===== src/rtl/multicycle_controller.sv =====
// Multi-cycle RV32I control FSM: sequences fetch/decode/execute/memory/writeback
// over a shared ALU and a single memory port with a ready/wait handshake.
module multicycle_controller #(
  parameter int ALUC_W          = 3,
  parameter bit MEM_HANDSHAKE   = 1'b1,
  parameter bit TRAP_ON_ILLEGAL = 1'b1
) (
  input  logic              clk,
  input  logic              rst_n,
  input  logic [6:0]        opcode,
  input  logic [2:0]        func3,
  input  logic [6:0]        func7,
  input  logic              zero,
  input  logic              sign,
  input  logic              mem_ready,
  output logic              PCWrite,
  output logic              AdrSrc,
  output logic              MemWrite,
  output logic              IRWrite,
  output logic [1:0]        ResultSrc,
  output logic [1:0]        ALUSrcA,
  output logic [1:0]        ALUSrcB,
  output logic [ALUC_W-1:0] ALUControl,
  output logic [2:0]        ImmSrc,
  output logic              RegWrite,
  output logic              illegal,
  output logic              retire,
  output logic [3:0]        state
);

  // state    | meaning
  // FETCH    | read IR from memory at PC, PC <= PC+4 on ready
  // DECODE   | ALUOut <= OldPC+imm, classify instruction
  // MEMADR   | ALUOut <= rs1+imm (load/store address)
  // MEMREAD  | load access, wait for ready
  // MEMWB    | rd <= load data
  // MEMWRITE | store access, wait for ready
  // EXECR    | register-register ALU op
  // EXECI    | register-immediate ALU op
  // ALUWB    | rd <= ALUOut
  // BRANCH   | compare rs1-rs2, PC <= target when taken
  // JAL      | PC <= target, ALUOut <= OldPC+4
  // JALR     | PC <= rs1+imm
  // JALRLINK | ALUOut <= OldPC+4
  // LUI      | rd <= immediate
  // TRAP     | illegal instruction, exit only through reset
  typedef enum logic [3:0] {
    S_FETCH, S_DECODE, S_MEMADR, S_MEMREAD, S_MEMWB, S_MEMWRITE, S_EXECR,
    S_EXECI, S_ALUWB, S_BRANCH, S_JAL, S_JALR, S_JALRLINK, S_LUI, S_TRAP
  } state_t;

  localparam logic [2:0] ALU_AND  = 3'b000;
  localparam logic [2:0] ALU_OR   = 3'b001;
  localparam logic [2:0] ALU_ADD  = 3'b010;
  localparam logic [2:0] ALU_XOR  = 3'b011;
  localparam logic [2:0] ALU_SLTU = 3'b100;
  localparam logic [2:0] ALU_SUB  = 3'b110;
  localparam logic [2:0] ALU_SLT  = 3'b111;

  state_t r_state;
  state_t w_next;

  logic       w_ready;
  logic       w_is_lw, w_is_sw, w_is_r, w_is_i, w_is_br, w_is_jal, w_is_jalr, w_is_lui;
  logic       w_legal, w_taken;
  logic [2:0] w_alu_r, w_alu_i;
  logic       w_pcwrite, w_adrsrc, w_memwrite, w_irwrite, w_regwrite, w_illegal, w_retire;
  logic [1:0] w_resultsrc, w_srca, w_srcb;
  logic [2:0] w_alu, w_immsrc;

  assign w_ready   = MEM_HANDSHAKE ? mem_ready : 1'b1;
  assign w_is_lw   = (opcode == 7'b0000011);
  assign w_is_sw   = (opcode == 7'b0100011);
  assign w_is_r    = (opcode == 7'b0110011);
  assign w_is_i    = (opcode == 7'b0010011);
  assign w_is_br   = (opcode == 7'b1100011);
  assign w_is_jal  = (opcode == 7'b1101111);
  assign w_is_jalr = (opcode == 7'b1100111);
  assign w_is_lui  = (opcode == 7'b0110111);

  always_comb begin
    w_alu_r = ALU_ADD;
    case ({func7, func3})
      {7'b0000000, 3'b000}: w_alu_r = ALU_ADD;
      {7'b0100000, 3'b000}: w_alu_r = ALU_SUB;
      {7'b0000000, 3'b010}: w_alu_r = ALU_SLT;
      {7'b0000000, 3'b011}: w_alu_r = ALU_SLTU;
      {7'b0000000, 3'b110}: w_alu_r = ALU_OR;
      {7'b0000000, 3'b111}: w_alu_r = ALU_AND;
      default:              w_alu_r = ALU_ADD;
    endcase
  end

  always_comb begin
    w_alu_i = ALU_ADD;
    case (func3)
      3'b010:  w_alu_i = ALU_SLT;
      3'b011:  w_alu_i = ALU_SLTU;
      3'b100:  w_alu_i = ALU_XOR;
      3'b110:  w_alu_i = ALU_OR;
      3'b111:  w_alu_i = ALU_AND;
      default: w_alu_i = ALU_ADD;
    endcase
  end

  always_comb begin
    w_legal = 1'b0;
    if (w_is_lw || w_is_sw) w_legal = (func3 == 3'b010);
    else if (w_is_jalr)     w_legal = (func3 == 3'b000);
    else if (w_is_br)       w_legal = (func3 == 3'b000) || (func3 == 3'b001) ||
                                      (func3 == 3'b100) || (func3 == 3'b101);
    else if (w_is_r)        w_legal = ((func7 == 7'b0000000) &&
                                       ((func3 == 3'b000) || (func3 == 3'b010) ||
                                        (func3 == 3'b011) || (func3 == 3'b110) ||
                                        (func3 == 3'b111))) ||
                                      ((func7 == 7'b0100000) && (func3 == 3'b000));
    else if (w_is_i)        w_legal = (func3 != 3'b001) && (func3 != 3'b101);
    else if (w_is_jal || w_is_lui) w_legal = 1'b1;
  end

  always_comb begin
    w_taken = 1'b0;
    case (func3)
      3'b000:  w_taken = zero;
      3'b001:  w_taken = ~zero;
      3'b100:  w_taken = sign;
      3'b101:  w_taken = ~sign;
      default: w_taken = 1'b0;
    endcase
  end

  always_comb begin
    w_immsrc = 3'b000;
    if (w_is_sw)       w_immsrc = 3'b001;
    else if (w_is_br)  w_immsrc = 3'b010;
    else if (w_is_jal) w_immsrc = 3'b011;
    else if (w_is_lui) w_immsrc = 3'b100;
  end

  always_ff @(posedge clk) begin
    if (!rst_n) r_state <= S_FETCH;
    else        r_state <= w_next;
  end

  always_comb begin
    w_next      = r_state;
    w_pcwrite   = 1'b0;
    w_adrsrc    = 1'b0;
    w_memwrite  = 1'b0;
    w_irwrite   = 1'b0;
    w_resultsrc = 2'b00;
    w_srca      = 2'b00;
    w_srcb      = 2'b00;
    w_alu       = ALU_ADD;
    w_regwrite  = 1'b0;
    w_illegal   = 1'b0;
    w_retire    = 1'b0;
    case (r_state)
      S_FETCH: begin
        w_srcb      = 2'b10;
        w_resultsrc = 2'b10;
        if (w_ready) begin
          w_pcwrite = 1'b1;
          w_irwrite = 1'b1;
          w_next    = S_DECODE;
        end
      end
      S_DECODE: begin
        w_srca = 2'b01;
        w_srcb = 2'b01;
        if (!w_legal) begin
          if (TRAP_ON_ILLEGAL) w_next = S_TRAP;
          else begin
            w_next   = S_FETCH;
            w_retire = 1'b1;
          end
        end
        else if (w_is_lw || w_is_sw) w_next = S_MEMADR;
        else if (w_is_r)             w_next = S_EXECR;
        else if (w_is_i)             w_next = S_EXECI;
        else if (w_is_br)            w_next = S_BRANCH;
        else if (w_is_jal)           w_next = S_JAL;
        else if (w_is_jalr)          w_next = S_JALR;
        else                         w_next = S_LUI;
      end
      S_MEMADR: begin
        w_srca = 2'b10;
        w_srcb = 2'b01;
        w_next = w_is_sw ? S_MEMWRITE : S_MEMREAD;
      end
      S_MEMREAD: begin
        w_adrsrc = 1'b1;
        if (w_ready) w_next = S_MEMWB;
      end
      S_MEMWB: begin
        w_resultsrc = 2'b01;
        w_regwrite  = 1'b1;
        w_retire    = 1'b1;
        w_next      = S_FETCH;
      end
      S_MEMWRITE: begin
        w_adrsrc   = 1'b1;
        w_memwrite = 1'b1;
        if (w_ready) begin
          w_retire = 1'b1;
          w_next   = S_FETCH;
        end
      end
      S_EXECR: begin
        w_srca = 2'b10;
        w_alu  = w_alu_r;
        w_next = S_ALUWB;
      end
      S_EXECI: begin
        w_srca = 2'b10;
        w_srcb = 2'b01;
        w_alu  = w_alu_i;
        w_next = S_ALUWB;
      end
      S_ALUWB: begin
        w_regwrite = 1'b1;
        w_retire   = 1'b1;
        w_next     = S_FETCH;
      end
      S_BRANCH: begin
        w_srca    = 2'b10;
        w_alu     = ALU_SUB;
        w_pcwrite = w_taken;
        w_retire  = 1'b1;
        w_next    = S_FETCH;
      end
      // PC takes the DECODE-time target while the ALU forms the link address
      S_JAL: begin
        w_pcwrite = 1'b1;
        w_srca    = 2'b01;
        w_srcb    = 2'b10;
        w_next    = S_ALUWB;
      end
      S_JALR: begin
        w_srca      = 2'b10;
        w_srcb      = 2'b01;
        w_resultsrc = 2'b10;
        w_pcwrite   = 1'b1;
        w_next      = S_JALRLINK;
      end
      S_JALRLINK: begin
        w_srca = 2'b01;
        w_srcb = 2'b10;
        w_next = S_ALUWB;
      end
      S_LUI: begin
        w_resultsrc = 2'b11;
        w_regwrite  = 1'b1;
        w_retire    = 1'b1;
        w_next      = S_FETCH;
      end
      S_TRAP: begin
        w_illegal = 1'b1;
      end
      default: w_next = S_FETCH;
    endcase
  end

  assign PCWrite    = rst_n & w_pcwrite;
  assign IRWrite    = rst_n & w_irwrite;
  assign MemWrite   = rst_n & w_memwrite;
  assign RegWrite   = rst_n & w_regwrite;
  assign retire     = rst_n & w_retire;
  assign illegal    = rst_n & w_illegal;
  assign AdrSrc     = w_adrsrc;
  assign ResultSrc  = w_resultsrc;
  assign ALUSrcA    = w_srca;
  assign ALUSrcB    = w_srcb;
  assign ALUControl = ALUC_W'(w_alu);
  assign ImmSrc     = w_immsrc;
  assign state      = r_state;

endmodule

===== config.mk =====
export PLATFORM = sky130hd
export DESIGN_NAME = multicycle_controller
export DESIGN_NICKNAME = d
export VERILOG_FILES = /design/src/rtl/multicycle_controller.sv
export SDC_FILE = /design/constraint.sdc
export NUM_CORES = 1
export LEC_CHECK = 0
export BUFFER_PORTS_ARGS = -buffer_cell sky130_fd_sc_hd__buf_2
export CORE_UTILIZATION = 30
export CTS_BUF_LIST = sky130_fd_sc_hd__clkbuf_4
export CTS_CLUSTER_DIAMETER = 150
export CTS_CLUSTER_SIZE = 40
export DETAILED_ROUTE_END_ITERATION = 8
export GPL_TIMING_DRIVEN = 0
export PLACE_DENSITY = 0.58
export RECOVER_POWER = 25
export SETUP_SLACK_MARGIN = 0.5
export SYNTH_ARGS = -nofsm -noshare
export SYNTH_HDL_FRONTEND = slang
export SYNTH_SLANG_ARGS = --single-unit

===== constraint.sdc =====
create_clock -name clk -period 1.65 [get_ports clk]
set_input_delay 0.165 -clock clk [delete_from_list [all_inputs] [get_ports clk]]
set_output_delay 0.165 -clock clk [all_outputs]
set_load 0.02 [all_outputs]

# Word-level counts from Yosys, hierarchy flattened
# Index checks and enable logic that the tools add are counted.
# classes
eq_ne,40
muxes,37
n_bitwise,9
reduce_logical,27
# op_table
operator,n
4-bit case mux with 8 select lines,1
3-bit case mux with 5 select lines,2
"4-bit equality test, second input constant",7
"7-bit by 6-bit equality test with 1-bit output, second input constant",4
4-bit two-way mux,7
3-bit two-way mux,8
"7-bit equality test, second input constant",3
"10-bit by 2-bit equality test with 1-bit output, second input constant",2
"10-bit by 3-bit equality test with 1-bit output, second input constant",2
"4-bit by 3-bit equality test with 1-bit output, second input constant",4
"3-bit equality test, second input constant",4
1-bit two-way mux,12
4-bit OR reduction,3
"10-bit by 9-bit equality test with 1-bit output, second input constant",1
1-bit logical OR,10
3-bit case mux with 3 select lines,1
3-bit OR reduction,3
"4-bit by 2-bit equality test with 1-bit output, second input constant",2
2-bit case mux with 2 select lines,2
"7-bit by 2-bit equality test with 1-bit output, second input constant",1
"7-bit by 5-bit equality test with 1-bit output, second input constant",1
7-bit logical NOT,1
1-bit bitwise AND,6
"3-bit by 2-bit equality test with 1-bit output, second input constant",2
16 further kinds,24
# totals
regBits,4
output_inout_bits,23
wordCells,114

# Longest topological paths before layout
# depth
depth_word,13
depth_mapped,6
depth_no_buf,5

# Least setup slack after synthesis
# Ideal clock, no wire load.
# synth_path
kind,register -> output
start,reg r_state[2] (netlist: state[2])
end,out ALUControl[0]
arrival_time_ps,1552
setup_slack_ps,-67
stages_incl_launch_ff,5
path_buffers,1
path_cell_list,dfxtp_1 buf_2 nand2_1 nor3_1 a21boi_0
# synth_between
elab_chain_len,2
elab_cells_between_ends,4
# synth_lines
item,line,source
from (decl),60,state_t r_state;
from (signal assigned),142,else r_state <= w_next;
4-bit equality test / 4-bit by 3-bit equality test with 1-bit output (equally long branches),158,case (r_state)
3-bit case mux with 3 select lines (*),158,
to (decl),23,"output logic [ALUC_W-1:0] ALUControl,"
# Every way passes the cells marked *; elsewhere a longest branch is shown, timed or not.

# Worst setup path in the final report
# layout_path
start,reg r_state[0] (netlist: state[0])
end,out ALUSrcB[0]
# layout_between
elab_chain_len,3
elab_cells_between_ends,10
# layout_lines
item,line,source
"4-bit by 1-bit equality test with 1-bit output, or another cell as far along",158,
4-bit OR reduction (no source line) / 3-bit OR reduction (equally long branches),--,
2-bit case mux with 2 select lines (*),158,
to (decl),22,"output logic [1:0] ALUSrcB,"
# Marked as above.

==> results.py <==
metrics = {
    "power_and_ir_drop": {
        "total_power_mw": 1.47,
        "p_switching_mw": 0.655,
        "p_comb_frac": 0.827,
        "power_leakage_nw": 0.898,
        "p_per_area_mw_per_mm2": 674,
        "ir_worst_vdd_mv": 0.716,
        "p_int_mw": 0.819,
        "switching_share": 0.444,
        "seqPwrFrac": 0.092,
        "pwr-share-clk": 0.080,
    },
    "detailed_routing": {
        "vias": 1397,
        "drcViolationCount": 0,
        "wl_per_cell_um": 16.3,
        "drtAntennaViolNets": 0,
        "avgViaCountPerCell": 5.57,
        "wl_um": 4100,
        "first_iter_violations": 48,
        "dr.pass1.iters": 4,
    },
    "outcome": {
        "outcome": "complete, but fails checks",
        "violations": "negative setup slack",
    },
    "cts": {
        "cts-htree-levels": 1,
        "insertion_delay_ps": 230,
        "cts_tree": "done",
        "root_buffer": "clkbuf_4",
        "clk_path_buf_depth": 2,
        "clock-sinks": 4,
        "numCtsBuffers": 3,
        "cts_hold_buf": 0,
        "clkSlewWorstSetupHoldPaths_ps": 40,
    },
    "min_path": {
        "worst_hold_path.num_cells": 3,
        "min_path_type": "input port to flip-flop",
        "holdPathEnd": "state[2]",
        "min_from": "rst_n",
    },
    "place": {
        "gp_congestion": 0.847,
        "hpwl_um": 2330,
        "io_buffers": 41,
        "dpl_cell_area_mm2": 0.00148,
        "dp_slack_ps": 56.1,
    },
    "sta": {
        "hold_viol": 0,
        "slew_viol_final": 0,
        "timing.hold.ws_ps": 280,
        "fmax_ghz": 0.601,
        "skew_ps": 3.61,
        "tightestPinTransition_ps": 313,
        "fin_crit_sh": 1.01,
        "finalSetupTns_ps": -13.6,
        "slew_headroom": 0.789,
        "finalSetupViolations": 1,
        "fin_crit_ps": 1660,
        "rsz0062_at_grt": "yes",
        "fin_ws_ps": -13.6,
    },
    "global_routing": {
        "grt_pass1_vias": 1326,
        "grt_pass1_wl_um": 6180,
        "grt_max_degree": 11,
        "gr-total-overflow": 0,
        "track_usage": 0.245,
        "antenna_found_initial": 0,
    },
    "logic_synthesis": {
        "synth_edf_count": 0,
        "yosys.area.top_type": "dfxtp_1",
        "avgSynthCellArea_um2": 6.49,
        "ys_ff_latch": 4,
        "syn-cell-area_um2": 882,
        "async_reset_ff_frac": 0,
        "ys.flop_type": "dfxtp_1",
        "ys_seq_area_frac": 0.0908,
        "syn_inst": 136,
        "yosys.area.top_type_share": 0.0908,
        "yosys-top-cells-area": "dfxtp_1, nor2_1, a21oi_1",
        "mappedNetlistNets": 158,
        "ys_types": 49,
        "yosys_warnings": 0,
    },
    "floorplanning": {
        "initial_core_util": 0.317,
        "io_pins": 45,
        "fp.dieW_um": 56.2,
        "die_y_um": 56.2,
        "core-area_mm2": 0.00278,
        "num_rows": 19,
        "dieArea_mm2": 0.00316,
    },
    "worst_setup_path": {
        "worstPathArrival_ps": 1500,
        "crit_required_ps": 1480,
        "ff2ff_path_depth": 9,
        "cp-end-kind": "primary output",
        "worstSetupPathType": "flip-flop to primary output",
        "rrSetupSlack_ps": 50,
        "crit_path_start_kind": "flip-flop",
        "r2r-end": "state[0]",
        "cp_max_fo": 7,
        "r2r-start": "state[0]",
    },
    "final_layout": {
        "nets": 244,
        "antenna_cells": 0,
        "drive_gt1_frac": 0.714,
        "syn2layout_area_growth_pct": 148,
        "stdcell_area_mm2": 0.00219,
        "fill_cells": 187,
        "largest_reg_flops": 4,
    },
    "run": {
        "maxCapViolations": 0,
    },
}
[Yosys cell counts, types with 2 or more instances]
| cell type | number |
|---|---|
| nand2b_1 | 6 |
| o22ai_1 | 3 |
| nand2_1 | 12 |
| dfxtp_1 | 4 |
| and3b_1 | 2 |
| and3_1 | 2 |
| nor2b_1 | 3 |
| nor3_1 | 8 |
| a32o_1 | 2 |
| nor4b_1 | 3 |
| nor2_1 | 20 |
| inv_1 | 5 |
| xnor2_1 | 3 |
| o2111a_1 | 2 |
| clkbuf_1 | 3 |
| a21oi_1 | 9 |
| buf_2 | 3 |
| o21ai_0 | 4 |
| o2111ai_1 | 3 |
| nand3_1 | 6 |
| o211ai_1 | 2 |
| mux2i_1 | 2 |
| buf_6 | 3 |
[what timing repair did]
action                                  in CTS  in global routing
endpoints found under the setup margin      22                 22
gates cloned                                 1                  1
setup buffers                               29                  9
gates resized for setup                     65                 24
pin swaps                                   22                 14
[how the worst max path moves through the flow]
stage                          from       endpoint  slack (ps)  cells after the start
after detailed placement  opcode[4]       state[3]          60                      7
after global placement     func7[1]  ALUControl[1]          70                      7
after global routing       state[0]     ALUSrcB[0]         -60                      7
after CTS                  state[1]  ALUControl[1]          40                      6
final                      state[0]     ALUSrcB[0]         -10                      7
after floorplan            state[0]       state[1]         350                      6
[layout by cell type, fill, tap and decap left out, types with 3 or more instances in the layout]
cell,instances
nor2_4,10
a21oi_2,6
o2111ai_1,3
nand3_1,6
nor3_4,6
clkbuf_1,4
buf_4,34
clkbuf_16,4
buf_2,19
nand2_1,7
nand2b_4,4
nor2_1,9
buf_6,23
inv_1,4
dfxtp_4,4
nand2_4,3
clkbuf_4,3
buf_8,4
[stage by stage]
stage | std cells | utilization
2_1_floorplan | 136 | -
3_3_place_gp | 208 | 0.531
3_5_place_dp | 208 | 0.531
4_1_cts | 241 | 0.716
5_1_grt | 251 | 0.786
6_report | 251 | 0.786
[layer usage]
| layer | GRT usage | vias up | routed length, um | share of wire |
|---|---|---|---|---|
| met5 | 0 | - | 0 | 0 |
| met2 | 0.420 | 54 | 2140 | 0.52 |
| li1 | - | 674 | - | - |
| met3 | 0.0372 | 10 | 214 | 0.052 |
| met4 | 0.0836 | 0 | 115 | 0.028 |
| met1 | 0.312 | 659 | 1630 | 0.40 |
[power by group through the flow]
stage	combinational [mW]	sequential (mW)	clock, mW
2_1_floorplan	0.536	0.152	0
3_3_place_gp	0.718	0.135	0
3_5_place_dp	0.722	0.137	0
4_1_cts	1.05	0.137	0.126
5_1_grt	1.28	0.138	0.131
6_report	1.22	0.136	0.118
[critical path, cell delays in order, from the launching register on]
cell and delay, ps:
dfxtp_4 340, buf_8 130, buf_6 120, nand2b_4 110
nand2_4 70, mux2i_2 180, a21o_1 180, buf_6 130
[cells by family after synthesis]
| logic type | count (synthesis) | share of synthesized area |
|---|---|---|
| flip-flops | 4 | 0.0908 |
| XOR/XNOR | 4 | 0.0397 |
| buffers and inverters | 16 | 0.0979 |
| AO/OA/AOI/OAI | 37 | 0.305 |
| AND/OR/NAND/NOR | 73 | 0.444 |
| multiplexers | 2 | 0.0227 |
[layout make-up]
| class | instances | area, um2 | share of cell area |
|---|---|---|---|
| well taps | 31 | 38.8 | 0.0177 |
| clock buffers | 3 | 22.5 | 0.0103 |
| plain buffers | 10 | 171 | 0.0784 |
| flip-flops and latches | 4 | 95.1 | 0.0435 |
| inverters | 6 | 27.5 | 0.0126 |
| repair buffers | 81 | 667 | 0.305 |
| multi-input cells | 116 | 1160 | 0.532 |
Note: power is estimated with default switching activity, not from simulation.
